`src/rtl/hs_pkg.sv`:
```
// Shared constants and helpers for the handshake transmit path.
package hs_pkg;

  localparam int unsigned DEF_DATA_WIDTH = 16;
  localparam int unsigned DEF_DEPTH      = 4;
  localparam int unsigned DEF_CNT_WIDTH  = 16;

  // Occupancy must represent FIFO count plus the presented word.
  function automatic int unsigned level_width(input int unsigned depth);
    return $clog2(depth + 1) + 1;
  endfunction

endpackage

```
`src/rtl/hs_fifo.sv`:
```
// Small circular-buffer FIFO with a combinational head read and a separate occupancy count.
module hs_fifo
  import hs_pkg::*;
#(
  parameter  int unsigned DEPTH      = DEF_DEPTH,
  parameter  int unsigned DATA_WIDTH = DEF_DATA_WIDTH,
  localparam int unsigned PW         = $clog2(DEPTH),
  localparam int unsigned CW         = $clog2(DEPTH + 1)
) (
  input  logic                  clk,
  input  logic                  rst,
  input  logic                  push,
  input  logic                  pop,
  input  logic [DATA_WIDTH-1:0] din,
  output logic [DATA_WIDTH-1:0] dout,
  output logic [CW-1:0]         count,
  output logic                  full,
  output logic                  empty
);

  logic [DATA_WIDTH-1:0] mem_q [DEPTH];
  logic [PW-1:0]         wr_ptr_q, wr_ptr_d;
  logic [PW-1:0]         rd_ptr_q, rd_ptr_d;
  logic [CW-1:0]         count_q, count_d;
  logic                  push_ok, pop_ok;

  assign full    = (count_q == CW'(DEPTH));
  assign empty   = (count_q == '0);
  assign push_ok = push && !full;
  assign pop_ok  = pop && !empty;

  always_comb begin
    // NOTE: every combinational output gets a default first so no path leaves it unassigned (no latch).
    wr_ptr_d = wr_ptr_q;
    rd_ptr_d = rd_ptr_q;
    count_d  = count_q;
    if (push_ok) wr_ptr_d = wr_ptr_q + PW'(1);
    if (pop_ok)  rd_ptr_d = rd_ptr_q + PW'(1);
    case ({push_ok, pop_ok})
      2'b10:   count_d = count_q + CW'(1);
      2'b01:   count_d = count_q - CW'(1);
      default: count_d = count_q;
    endcase
  end

  always_ff @(posedge clk) begin
    // NOTE: state registers use non-blocking assignments so every flop samples pre-edge values.
    if (rst) begin
      wr_ptr_q <= '0;
      rd_ptr_q <= '0;
      count_q  <= '0;
    end else begin
      wr_ptr_q <= wr_ptr_d;
      rd_ptr_q <= rd_ptr_d;
      count_q  <= count_d;
    end
  end

  // NOTE: storage is deliberately not reset; count_q alone decides which entries are meaningful.
  always_ff @(posedge clk) begin
    if (push_ok) mem_q[wr_ptr_q] <= din;
  end

  assign dout  = mem_q[rd_ptr_q];
  assign count = count_q;

endmodule

```
`src/rtl/hs_tx.sv`:
```
// Transmit end of the valid/ready stream: write port -> FIFO -> held output register.
module hs_tx
  import hs_pkg::*;
#(
  parameter  int unsigned DATA_WIDTH = DEF_DATA_WIDTH,
  parameter  int unsigned DEPTH      = DEF_DEPTH,
  parameter  int unsigned CNT_WIDTH  = DEF_CNT_WIDTH,
  localparam int unsigned LW         = level_width(DEPTH),
  localparam int unsigned CW         = $clog2(DEPTH + 1)
) (
  input  logic                  clk,
  input  logic                  rst,
  input  logic                  wr_en,
  input  logic [DATA_WIDTH-1:0] wr_data,
  output logic                  wr_full,
  output logic                  overflow,
  output logic                  valid,
  input  logic                  ready,
  output logic [DATA_WIDTH-1:0] data,
  output logic [LW-1:0]         level,
  output logic [CNT_WIDTH-1:0]  tx_count
);

  logic                  valid_q, valid_d;
  logic [DATA_WIDTH-1:0] data_q, data_d;
  logic                  overflow_q, overflow_d;
  logic [CNT_WIDTH-1:0]  tx_count_q, tx_count_d;

  logic                  load, bypass, fifo_push, fifo_pop;
  logic                  fifo_full, fifo_empty;
  logic [DATA_WIDTH-1:0] fifo_dout;
  logic [CW-1:0]         fifo_count;

  // Same advance rule as the downstream stages: refill when empty or being drained.
  assign load      = !valid_q || ready;
  assign fifo_pop  = load && !fifo_empty;
  assign bypass    = load && fifo_empty && wr_en;
  assign fifo_push = wr_en && !fifo_full && !bypass;

  hs_fifo #(
    .DEPTH      (DEPTH),
    .DATA_WIDTH (DATA_WIDTH)
  ) u_fifo (
    .clk   (clk),
    .rst   (rst),
    .push  (fifo_push),
    .pop   (fifo_pop),
    .din   (wr_data),
    .dout  (fifo_dout),
    .count (fifo_count),
    .full  (fifo_full),
    .empty (fifo_empty)
  );

  always_comb begin
    valid_d    = valid_q;
    data_d     = data_q;
    overflow_d = overflow_q || (wr_en && fifo_full);
    tx_count_d = tx_count_q;
    if (load) begin
      valid_d = !fifo_empty || wr_en;
      if (!fifo_empty) data_d = fifo_dout;
      else if (wr_en)  data_d = wr_data;
    end
    if (valid_q && ready) tx_count_d = tx_count_q + CNT_WIDTH'(1);
  end

  always_ff @(posedge clk) begin
    if (rst) begin
      valid_q    <= 1'b0;
      data_q     <= '0;
      overflow_q <= 1'b0;
      tx_count_q <= '0;
    end else begin
      valid_q    <= valid_d;
      data_q     <= data_d;
      overflow_q <= overflow_d;
      tx_count_q <= tx_count_d;
    end
  end

  assign valid    = valid_q;
  assign data     = data_q;
  assign overflow = overflow_q;
  assign tx_count = tx_count_q;
  assign wr_full  = fifo_full;
  assign level    = LW'(fifo_count) + LW'(valid_q);

endmodule

```
`config.mk`:
```
export PLATFORM = sky130hd
export DESIGN_NAME = hs_tx
export DESIGN_NICKNAME = d
export VERILOG_FILES = /design/src/rtl/hs_pkg.sv /design/src/rtl/hs_fifo.sv /design/src/rtl/hs_tx.sv
export SDC_FILE = /design/constraint.sdc
export NUM_CORES = 1
export LEC_CHECK = 0
export CAP_MARGIN = 20
export CORE_MARGIN = 2
export CORE_UTILIZATION = 50
export DETAILED_ROUTE_END_ITERATION = 8
export PLACE_DENSITY = 0.76
export SYNTH_ARGS = -nofsm -noshare
export SYNTH_HDL_FRONTEND = slang
export SYNTH_SLANG_ARGS = --single-unit
```
`constraint.sdc`:
```
create_clock -name clk -period 4.2 [get_ports clk]
set_clock_uncertainty 0.15 [all_clocks]
set_input_delay 0.63 -clock clk [delete_from_list [all_inputs] [get_ports clk]]
set_output_delay 0.63 -clock clk [all_outputs]
set_load 0.01 [all_outputs]
```
* Word-level counts from Yosys, hierarchy flattened
Memory sizes are Yosys's and may differ from the RTL's. A register that Yosys moved wholly into a read port is not among the register bits.
Index checks and enable logic that the tools add are counted.
Widths: inputs -> output; s select.
** Storage, ports and cells
- Flip-flop bits (word level) :: 41
- Bits in writable memories :: 64
- Input port bits :: 20
- Output and inout bits :: 39
- Word-level logic and storage cells :: 44
- Memories kept :: 1
** Memory list
- u_fifo.mem_q :: words 4, bits a word 16, read ports 1, clocked after Yosys merged registers in 1, write ports 1, RTL line hs_fifo.sv:21 : logic [DATA_WIDTH-1:0] mem_q [DEPTH];
** Cells by class
- $add $sub $neg :: 6
- Equality and inequality tests :: 4
- Multiplexer cells :: 7
- Reductions and logical operators :: 19
** Operators by type and width (number)
- $mux 16 :: 2
- $add 16x1->16 const B :: 1
- $logic_and 1x1->1 :: 9
- $pmux 3 s2 :: 1
- $add 2x1->2 const B :: 2
- $add 3x1->4 :: 1
- $logic_not 1->1 :: 4
- $mux 2 :: 2
- $add 3x1->3 const B :: 1
- $eq 3x3->1 const B :: 1
- $logic_not 3->1 :: 1
- $logic_or 1x1->1 :: 3
- $sub 3x1->3 const B :: 1
- $eq 2x1->1 const B :: 1
- $eq 2x2->1 const B :: 1
- $mux 1 :: 2
- $ne 2x2->1 const B :: 1
- $reduce_and 2->1 :: 1
- $reduce_bool 2->1 :: 1

* Logic depth before layout (Yosys ltp)
Gate-level depths: netlist of the first run.
- Depth in word-level cells :: 9
- Depth in mapped cells :: 10
- Mapped depth without buffers :: 9

* Hierarchy
A second synthesis of the first run with hierarchy kept.
** Unflattened totals
- Cell total of the unflattened synthesis :: 310
- Area total of the unflattened synthesis :: 4383.0 µm²
** Modules (own cells, without submodules)
- hs_fifo :: instances 1, cells an instance 138, area each 2821.5 µm², sequential area each 2102.0 µm²
- hs_tx :: instances 1, cells an instance 172, area each 1561.5 µm², sequential area each 680.7 µm²

* Worst setup path after synthesis of the first run
No wires, ideal clock.
- Kind :: input to register
- Start point :: input ready
- End point :: register u_fifo.count_q[2] (netlist: u_fifo.count[2])
- Library setup time :: 0.070 ns
- Data arrival time :: 2.182 ns
- Data required time :: 3.980 ns
- Path slack :: 1.797 ns
- Stages :: 9
- Path buffers :: 0
- Cell sequence :: nor3b_1 -> o31a_1 -> inv_1 -> ha_1 -> inv_1 -> fa_1 -> xor2_1 -> or3_1 -> a21oi_1
** On the way
- Cells in the longest elaborated chain, start to end :: 8
- Elaborated cells between the ends (all ways) :: 12
- Classes of those cells :: eq/ne: 2; mux: 1; reduce/logical: 9
** RTL lines
- start: declaration :: RTL line hs_tx.sv:18 : input logic ready,
- $logic_or 1x1->1 * :: RTL line hs_tx.sv:35 : assign load = !valid_q || ready;
- $logic_and 1x1->1 (2 in series) :: RTL line hs_tx.sv:37 : assign bypass = load && fifo_empty && wr_en;
- $logic_not 1->1 :: RTL line hs_tx.sv:38 : assign fifo_push = wr_en && !fifo_full && !bypass;
- $logic_and 1x1->1 :: RTL line hs_tx.sv:38
- $logic_and 1x1->1 :: RTL line hs_fifo.sv:29 : assign push_ok = push && !full;
- $eq 2x1->1 / $eq 2x2->1 (equally long branches) :: RTL line hs_fifo.sv:39 : case ({push_ok, pop_ok})
- $pmux 3 s2 / $reduce_bool 2->1 (equally long branches)
- end signal: assignment :: RTL line hs_fifo.sv:55 : count_q <= count_d;
- end: declaration :: RTL line hs_fifo.sv:24 : logic [CW-1:0] count_q, count_d;
Every way passes the cells marked *; elsewhere a longest branch is shown, timed or not.
A chain may end at the register's enable or synchronous reset.

* Worst setup path after layout of the first run
Same ends and word-level chain as after synthesis.

==> summary by stage, run 1 <==
Power
The power density normalized to cell area is 561 mW/mm^2. The total power of the final layout is 2.91 mW. The static power due to leakage is 1.71 nW. The highest ir drop seen on vdd is 0.000332 V.

Place
The post-DP HPWL is 5180 um. Routability-driven placement finished with a final weighted congestion of 0.758. The number of port buffers is 58.

The placement-stage worst setup slack is 0.951 ns.

Setup path
The highest net fanout along the worst path is 8. The classification of the worst setup path is primary input to flop. The arrival time at the worst endpoint is 3.02 ns. The worst setup path is launched from a primary input. At the worst endpoint, the required time is 4.33 ns.

The worst setup path is captured at a flop.

Timing
The setup TNS after final layout is 0 ns. The period utilization is 68.8%. The worst path in the final design needs a cycle of 2.89 ns, including I/O delays and setup. The count of final max-slew check failures came to 0. The slew of the pin with the lowest slew margin is 0.841 ns.

Setup slack on the critical path of the routed design comes to 1.31 ns. Setup repair after global routing left no endpoint under its margin. Static timing analysis puts the maximum clock frequency at 346 MHz. The total of endpoints with negative setup slack in the final report is 0. The number of endpoints with negative hold slack in the final report is 0. Measured against its own limit, the worst slew margin works out to 43.8%.

Final layout
The area growth from synthesis to layout is 19.8%. The repair_antennas step left the layout with diodes totalling 0. The post-route netlist has 9.11% of its cells at a drive strength greater than 1.

The count of filler cells inserted in the layout is 608. The net total in the final layout is 408. In the final layout, flip-flops and latches occupy 0.00278 mm^2. In the final layout, the multi-input gates occupy 0.00142 mm^2.

CTS
TritonCTS built the clock tree. Once the clock tree was built, the resizer swapped 0 gates to a different size. After clock tree synthesis, the clock-pin slew on the worst setup and hold paths is 0.09 ns.

The clock buffer count from CTS is 9. The clock net in this run drives a total of 107 sinks. The worst-case clock buffer depth is 2. The later-pin clock latency in the skew report is 0.36 ns. The maximum level of the CTS H-tree is 3. The root buffer cell chosen for the clock tree is sky130_fd_sc_hd__clkbuf_8. Once the clock tree was built, the setup fixing pass inserted 0 buffers. The number of hold buffers added after CTS is 0.

Logic synthesis
The mean instance size in the synthesized netlist is 13.3 um^2. The netlist area before placement is 0.00432 mm^2. The library cell occupying the most area in the post-synthesis netlist is sky130_fd_sc_hd__edfxtp_1. The number of warnings reported in the yosys synthesis log is 0. Counting flops and latches in the post-synthesis netlist gives 107.

The post-synthesis net count is 353. The commonest cells after synthesis are 64 x sky130_fd_sc_hd__edfxtp_1, 43 x sky130_fd_sc_hd__dfxtp_1, 41 x sky130_fd_sc_hd__nand2_1, 36 x sky130_fd_sc_hd__nor2_1. By area the synthesized netlist is led by sky130_fd_sc_hd__edfxtp_1 44%, sky130_fd_sc_hd__dfxtp_1 20%, sky130_fd_sc_hd__mux4_2 8.3%. The commonest register cell after synthesis is sky130_fd_sc_hd__edfxtp_1. The fraction of the yosys area taken by sequential cells is 64.4%. After synthesis, the share of flip-flops with an asynchronous set or reset is 0%.

The most common cell in the synthesized netlist is sky130_fd_sc_hd__edfxtp_1. The share of synthesized area in the top cell type comes to 44.5%. The number of unique standard cell types used by synthesis is 39. Yosys mapped a number of flops with a built-in enable equal to 64. The cell count after synthesis is 324.

GRT
The total overflow left after global routing is 0. The initial antenna violation count is 0. The via count of the first global-routing pass is 2541.

For this run, the total global-route usage over all layers was measured as 17.3%. The first global-routing pass estimated 12600 um of wire. The pin count of the biggest net entering global routing is 43.

Outcome
The run finished with clean final reports.

Drt
The iteration count of the initial detailed-routing pass is 4. For this run, design rule violations remaining after detail routing come to 0. The total via count after detailed routing is 2641. Dividing the detail-routed wire length by the instance count gives 16.4 um. The aggregate routed wire length is 8030 um. The first routing iteration left 189 violations. The number of nets with antenna violations after routing is 0. The number of vias per cell is 5.40.

Floorplanning
The cell row count is 33. The die covers 0.00941 mm^2. The initial core utilization is 52.1%.

Measured along the x axis, the die boundary spans 97.0 um. For this design the top-level I/O count stands at 59. The region available for standard cell placement spans 0.00830 mm^2. In this run the vertical extent of the chip is 97.0 um.

Job
Max-cap violations in this run came to 0.

Hold path
In this run the worst hold path is classified as flop to flop.
[layer usage]
layer	vias up	global-route usage (%)	wire, um
met1	1283	23.7	3650
li1	1297	-	-
met4	0	5.74	114
met2	51	27.1	3910
met3	10	4.48	355
met5	-	0	0
[worst paths after layout]
kind         cells after the start         endpoint             from  slack (ns)
min reg2reg                      2     tx_count[15]     tx_count[15]        0.34
max reg2reg                      8  u_fifo.count[1]  u_fifo.count[1]        1.56
max                             10  u_fifo.count[2]            ready        1.31
min                              2     tx_count[15]     tx_count[15]        0.34
[layout make-up]
cell class / instances / area share [%]
Clock buffer: 13 / 2.68
Clock inverter: 3 / 0.894
Inverter: 9 / 0.652
Multi-Input combinational cell: 191 / 27.5
Sequential cell: 107 / 53.7
Tap cell: 105 / 2.54
Timing Repair Buffer: 61 / 12.0
[per-stage QoR]
step	area, um^2	cells	utilization (%)	hold slack [ns]
CTS	5150	488	62.1	0.337
floorplan	4320	324	-	0.319
global placement	4960	472	59.8	0.311
detailed placement	4960	472	59.8	0.324
global route	5180	489	62.4	0.350
finish	5180	489	62.4	0.336
[registers in the layout (all words and copies together), names as in the netlist, named ones only]
register and flops:
u_fifo.count 3, overflow 1, u_fifo.rd_ptr_q 2, data 16, valid 1, tx_count 16
u_fifo.mem_q 64, u_fifo.wr_ptr_q 2
[where the power goes]
| group | switching (mW) | internal [mW] |
|---|---|---|
| registers | 0.122 | 1.26 |
| clock network | 0.326 | 0.280 |
| logic | 0.469 | 0.447 |
| total | 0.918 | 1.99 |
[cells by family (layout without fill, tap and decap cells)]
kind of cell    after synthesis  in the layout  share of synthesized area (%)
compound gates               34             34                           5.61
xor+xnor                     16             16                           3.24
fa+ha+maj                     9              9                           2.78
buf+inv                      26             86                           2.75
flops                       107            107                           64.4
mux                          16             16                           8.34
simple gates                116            116                           12.9
[critical path, cell delays in order]
cell and delay [ns]:
sky130_fd_sc_hd__clkdlybuf4s50_1 0.64, sky130_fd_sc_hd__nor3b_1 0.09, sky130_fd_sc_hd__o31a_1 0.34, sky130_fd_sc_hd__inv_1 0.11, sky130_fd_sc_hd__ha_1 0.19, sky130_fd_sc_hd__inv_1 0.06, sky130_fd_sc_hd__fa_1 0.37, sky130_fd_sc_hd__xor2_1 0.15
sky130_fd_sc_hd__or3_1 0.30, sky130_fd_sc_hd__a21oi_1 0.14
[cell usage in the layout (no fill, tap or decap), types with 8 or more instances in the layout]
cell | Yosys | layout
sky130_fd_sc_hd__nand2_1 | 41 | 41
sky130_fd_sc_hd__xnor2_1 | 10 | 10
sky130_fd_sc_hd__clkdlybuf4s50_1 | 0 | 58
sky130_fd_sc_hd__nor2_1 | 36 | 36
sky130_fd_sc_hd__mux4_2 | 16 | 16
sky130_fd_sc_hd__ha_1 | 8 | 8
sky130_fd_sc_hd__a21oi_1 | 11 | 11
sky130_fd_sc_hd__dfxtp_1 | 43 | 43
sky130_fd_sc_hd__clkbuf_8 | 0 | 9
sky130_fd_sc_hd__edfxtp_1 | 64 | 64
sky130_fd_sc_hd__a311oi_1 | 16 | 16
sky130_fd_sc_hd__inv_1 | 9 | 9
Power figures use the tool's default switching activity.
==> run 2, diff against run 1 <==
Clock period 4.2 ns to 2.8 ns, I/O delays scaled along.
==> run 2 against run 1 <==
Net effect:
- combinational power rose by 57%
- count of clock-buffer cells in the layout is 4 lower
- critical path depth is 6 lower
- first-iteration DRC count fell by 35%
- die area is the same
- critical endpoint is now level[2]
- largest cell class unchanged
- largest power group unchanged
- highest routed layer unchanged
==> summary by stage, run 2 (synthesized netlist as in run 1, its figures left out) <==
CTS
For the worst-skew pair, the clock arrives at the later sink with an insertion delay of 0.36 ns. The clock slew seen by the registers of the worst setup and hold paths is 0.10 ns. The clock sink total is 107. The H-tree generated during clock tree synthesis spans 3 levels. The worst-case clock buffer depth is 2. The count of instances resized after the clock tree is built is 0. The number of hold buffers added after CTS is 0. TritonCTS built the clock tree. In this run the clock root is driven by a sky130_fd_sc_hd__clkbuf_8. Clock tree synthesis inserted a total of 9 buffers.

Buffers added to address setup during post-CTS repair amount to 0.

Final layout
In the layout the commonest cells are 64 x sky130_fd_sc_hd__edfxtp_1, 58 x sky130_fd_sc_hd__clkdlybuf4s50_1, 43 x sky130_fd_sc_hd__dfxtp_1. The library cell used most frequently in the layout, excluding fill and tap cells, is sky130_fd_sc_hd__edfxtp_1. The antenna diode instance count is 0. The net total in the final layout is 420. Counting flops per register, the top entry is u_fifo.mem_q. The end-of-flow core utilization is 63.4%. The flip-flop count of the largest register, all copies and words added is 64.

Of the cells placed in the final design, the portion with a size suffix greater than 1 is 12.6%. Compared with the post-synthesis result, the final layout area differs by 21.6%.

Timing
For the finished layout, the period the worst path requires is 2.58 ns. The count of final max-slew check failures is 0. Headroom to the max-slew limit came out at 44.1%. Setup repair after global routing left no endpoint under its margin. Based on the critical path, the design can be clocked at up to 388 MHz.

The period utilization is 92.0%. The number of endpoints with negative hold slack in the final report is 0. For the final routed database, the setup TNS stands at 0 ns. At the pin with the least slew margin, the transition time is 0.838 ns. The total of endpoints with negative setup slack in the final report is 0.

GRT
The initial antenna violation count is 0. The first global-routing pass estimated 14000 um of wire. Global routing finished with a remaining overflow of 0. Entering global routing, the biggest net connects 43 pins. The via count of the first global-routing pass came to 2732. Global routing used 19.1% of the available tracks.

Setup path
For this run, the slowest stage of the critical path takes 0.56 ns. The number of cells on the worst reg-to-reg path is 9. Walking the worst path, the cells encountered are ha_1 -> ha_1 -> xor2_1 -> clkdlybuf4s50_1. In this run the worst path has a maximum fanout of 10. The worst flop-to-flop path endpoint is u_fifo.count[2]. The data required time at the worst endpoint is 2.23 ns. STA classifies the critical path startpoint as a flop. Tracing the worst setup path back leads to its startpoint at valid.

The register-to-register setup slack is 0.36 ns. The critical path is of the flop to output port type. STA classifies the critical path endpoint as an output port. The arrival time at the worst endpoint is 2.01 ns. The critical path ends at level[2]. In this design, the critical path's most frequently occurring cell is sky130_fd_sc_hd__ha_1. For this design, the slowest cell found on the critical path is sky130_fd_sc_hd__clkdlybuf4s50_1. The worst flop-to-flop path startpoint is u_fifo.count[2].

Floorplanning
Once the floorplan was initialized, standard cells occupied 52.1% of the core. Measured along the x axis, the die boundary spans 97.0 um. The number of I/O pins is 59.

The vertical die dimension is 97.0 um. The core footprint is 0.00830 mm^2. The cell row count is 33. The floorplan step defined a die boundary enclosing 0.00941 mm^2.

Drt
In the detailed route, the total length drawn on met3 is 377 um. The number of vias per cell is 5.44. Summing over every cut layer, the via total after detailed routing is 2724. The iteration count of the initial detailed-routing pass is 4. The detailed router used layers up to and including met4. The number of nets with antenna violations after routing is 0.

After detailed routing, the wire length on met1 is 3660 um. In the routed design, unresolved DRC markers number 0. In the detailed route, the total length drawn on met2 is 4360 um.

After the first detailed-routing iteration, the DRC count stood at 122. The routed design has 8530 um of wire. After detailed routing, the average wire length per cell comes to 17.0 um.

Hold path
The worst min-delay path class is flop to flop.

Outcome
The flow ran to the end, and the final reports show no timing, DRC or antenna violations.

Power
Summing internal, switching and leakage power gives 4.44 mW. In this run the power density over the cells is 844 mW/mm^2. The highest ir drop seen on vdd is 0.000335 V. In this run the static leakage power is 1.77 nW.

Place
Routability-driven placement finished with a final weighted congestion of 0.753. The number of port buffers is 58. Summed over all nets, the half-perimeter wirelength after detailed placement is 5630 um.

Job
The total of max-cap violations is 0.
run 2: cell count changes in the layout (fill, tap and decap cells not counted):
cell                       previous run  this run
sky130_fd_sc_hd__clkinv_2             0         1
sky130_fd_sc_hd__inv_6                1         3
sky130_fd_sc_hd__clkinv_1             0         1
sky130_fd_sc_hd__buf_16               1         0
sky130_fd_sc_hd__buf_4                2        15
sky130_fd_sc_hd__clkbuf_1             4         0
run 2: worst min-delay path by stage:
stage / startpoint / to / slack (ns) / cells past startpoint
2_1_floorplan: u_fifo.wr_ptr_q[1] / u_fifo.wr_ptr_q[1] / 0.32 / 2
3_3_place_gp: tx_count[15] / tx_count[15] / 0.31 / 2
3_5_place_dp: tx_count[15] / tx_count[15] / 0.32 / 2
4_1_cts: tx_count[15] / tx_count[15] / 0.33 / 2
5_1_grt: tx_count[15] / tx_count[15] / 0.36 / 2
6_report: tx_count[15] / tx_count[15] / 0.33 / 2
run 2: power by group:
part | leakage, nW | internal [mW] | switching (mW)
combinational | 0.744 | 0.696 | 0.746
sequential | 0.933 | 1.89 | 0.161
clock | 0.0981 | 0.419 | 0.524
total | 1.77 | 3.01 | 1.43
run 2: final cells by class:
cell class	instances	area, um^2
clock inverter	7	72.6
tap	105	131
sequential	107	2780
multi-input combinational	191	1420
inverter	9	33.8
timing repair buffer	73	693
fill	617	3040
clock buffer	9	124
run 2: stage by stage:
stage	cells	area [um^2]	hold slack [ns]	setup WS, ns
2_1_floorplan	324	4320	0.319	0.476
3_3_place_gp	485	5060	0.315	0.0703
3_5_place_dp	485	5060	0.316	-0.0138
4_1_cts	501	5260	0.330	0.192
5_1_grt	501	5260	0.361	0.0552
6_report	501	5260	0.329	0.223
run 2: layer usage:
layer | up-vias | GRT usage, %
li1 | 1322 | -
met1 | 1325 | 25.2
met2 | 64 | 31.7
met3 | 13 | 2.89
met4 | 0 | 7.91
met5 | - | 0
run 2: critical path, delay by kind of cell, from the launching register on:
kind / cells / cell delay, ns
buf+inv: 1 / 0.56
xor+xnor: 1 / 0.17
flops: 1 / 0.53
fa+ha+maj: 2 / 0.39
==> variant, RTL diff (settings of run 2) <==
`DEF_DATA_WIDTH`: 16 -> 18.
--- a/src/rtl/hs_pkg.sv
+++ b/src/rtl/hs_pkg.sv
@@ -2,5 +2,5 @@
 package hs_pkg;
 
-  localparam int unsigned DEF_DATA_WIDTH = 16;
+  localparam int unsigned DEF_DATA_WIDTH = 18;
   localparam int unsigned DEF_DEPTH      = 4;
   localparam int unsigned DEF_CNT_WIDTH  = 16;
Ports: changed (resized data and wr_data); port bits go from 59 to 63. No check against the original RTL was run, so the function may have changed too.
==> variant against run 2 <==
  * Area after synthesis increased by 8.1%
  * Wire length increased by 13%
  * Setup slack got worse by 100 ps
  * Total power increased by 30%
  * Largest cell class unchanged
  * Clock power increased by 100%
  * Cell area increased by 14%
  * Sequential cell count increased by 10
  * Count of clock-buffer cells in the layout increased by 9
==> variant: results (changes against run 2) <==
status=complete, no violations; total track usage=21.0% (+1.9 points); port bufs=62 (+6.9%); non-filler cells, final=547 (+9.2%); #MultiIn Comb=200 (+4.7%); clk cell area share=8.83% (+5.1 points); Endpoint, Worst Hold=overflow; inverters=8 (-1); # fillers=653 (+5.8%); max_slew headroom=62.3% (+18 points); Seq/Total Area, Yosys=65.5% (+1.2 points); number of global-route vias before repair=3133 (+15%); CTS Buf Count=17 (+8); top post-synthesis cells by area=edfxtp_1 (46%), dfxtp_1 (19%), mux4_2 (8.7%); H-tree Lvls=4 (+1); Final nets=454 (+8.1%); Initial DRC Count=144 (+18%); FF-to-FF Start=valid; placed cell count=515 (+6.2%); DP Area=5480 sq um (+8.2%); Hold Path Origin=overflow; final wirelength=9690 microns (+13%); Commonest cells post-synth=edfxtp_1 (72), nand2_1 (49), dfxtp_1 (45); critical path fanouts, max=11 (+1); Post-Syn Area=4670 sq um (+8.1%); Max IR drop VDD=0.000573 V (+71%); share of cells above drive strength 1=16.1% (+3.4 points); r2r setup slk=400 ps (+40 ps); vias per inst=5.47 (+0.57%)
==> variant: cell count changes in the layout (fill, tap and decap cells not counted), sizes merged, moves of 3 or more <==
cell                  run 2  this run
clkbuf                    9        18
clkdlybuf4s50            58        62
clkinv                    2         7
clkinvlp                  1         5
edfxtp                   64        72
inv                      12         9
nand2                    41        49
nor4                      3         0
or4                       1         4
xnor2                    10         5
xor2                      6        10
==> variant: cell families (layout without fill, tap and decap cells) <==
group | after synthesis | count (layout) | share of synthesized area (%)
and+or+nand+nor | 120 | 120 | 11.9
DFF | 117 | 117 | 65.5
xor gates and xnor gates | 15 | 15 | 2.81
AOI/OAI and AO/OA | 38 | 38 | 5.81
muxes | 18 | 18 | 8.67
adders and majority gates | 9 | 9 | 2.57
buffers and inverters | 28 | 119 | 2.68
==> variant: metrics by stage <==
| step | utilization [%] | hold WS, ps | worst slack, ps |
|---|---|---|---|
| final | 65.7 | 318 | 122 |
| after global routing | 65.7 | 369 | 6.38 |
| after CTS | 65.7 | 322 | 98.6 |
| after detailed placement | 59.9 | 308 | 9.51 |
| after global placement | 59.9 | 303 | 93.6 |
| after floorplan | - | 319 | 433 |
==> variant: worst max-delay path, cell delays in order (launching register included) <==
cell             delay (ps)
dfxtp_1                 520
ha_1                    240
ha_1                    160
xor2_1                  140
clkdlybuf4s50_1         550
==> variant: layer usage <==
| metal | part of all wire (%) | routed length (microns) | track usage [%] |
|---|---|---|---|
| met2 | 50 | 4810 | 34.1 |
| met3 | 5.5 | 530 | 6.38 |
| met5 | 0 | 0 | 0 |
| met1 | 44 | 4270 | 27.0 |
| met4 | 0.72 | 70 | 6.95 |
==> variant: report_power, final <==
part | switching, mW | internal, mW
sequential | 0.169 | 2.08
combinational | 0.845 | 0.773
clock | 0.736 | 1.16
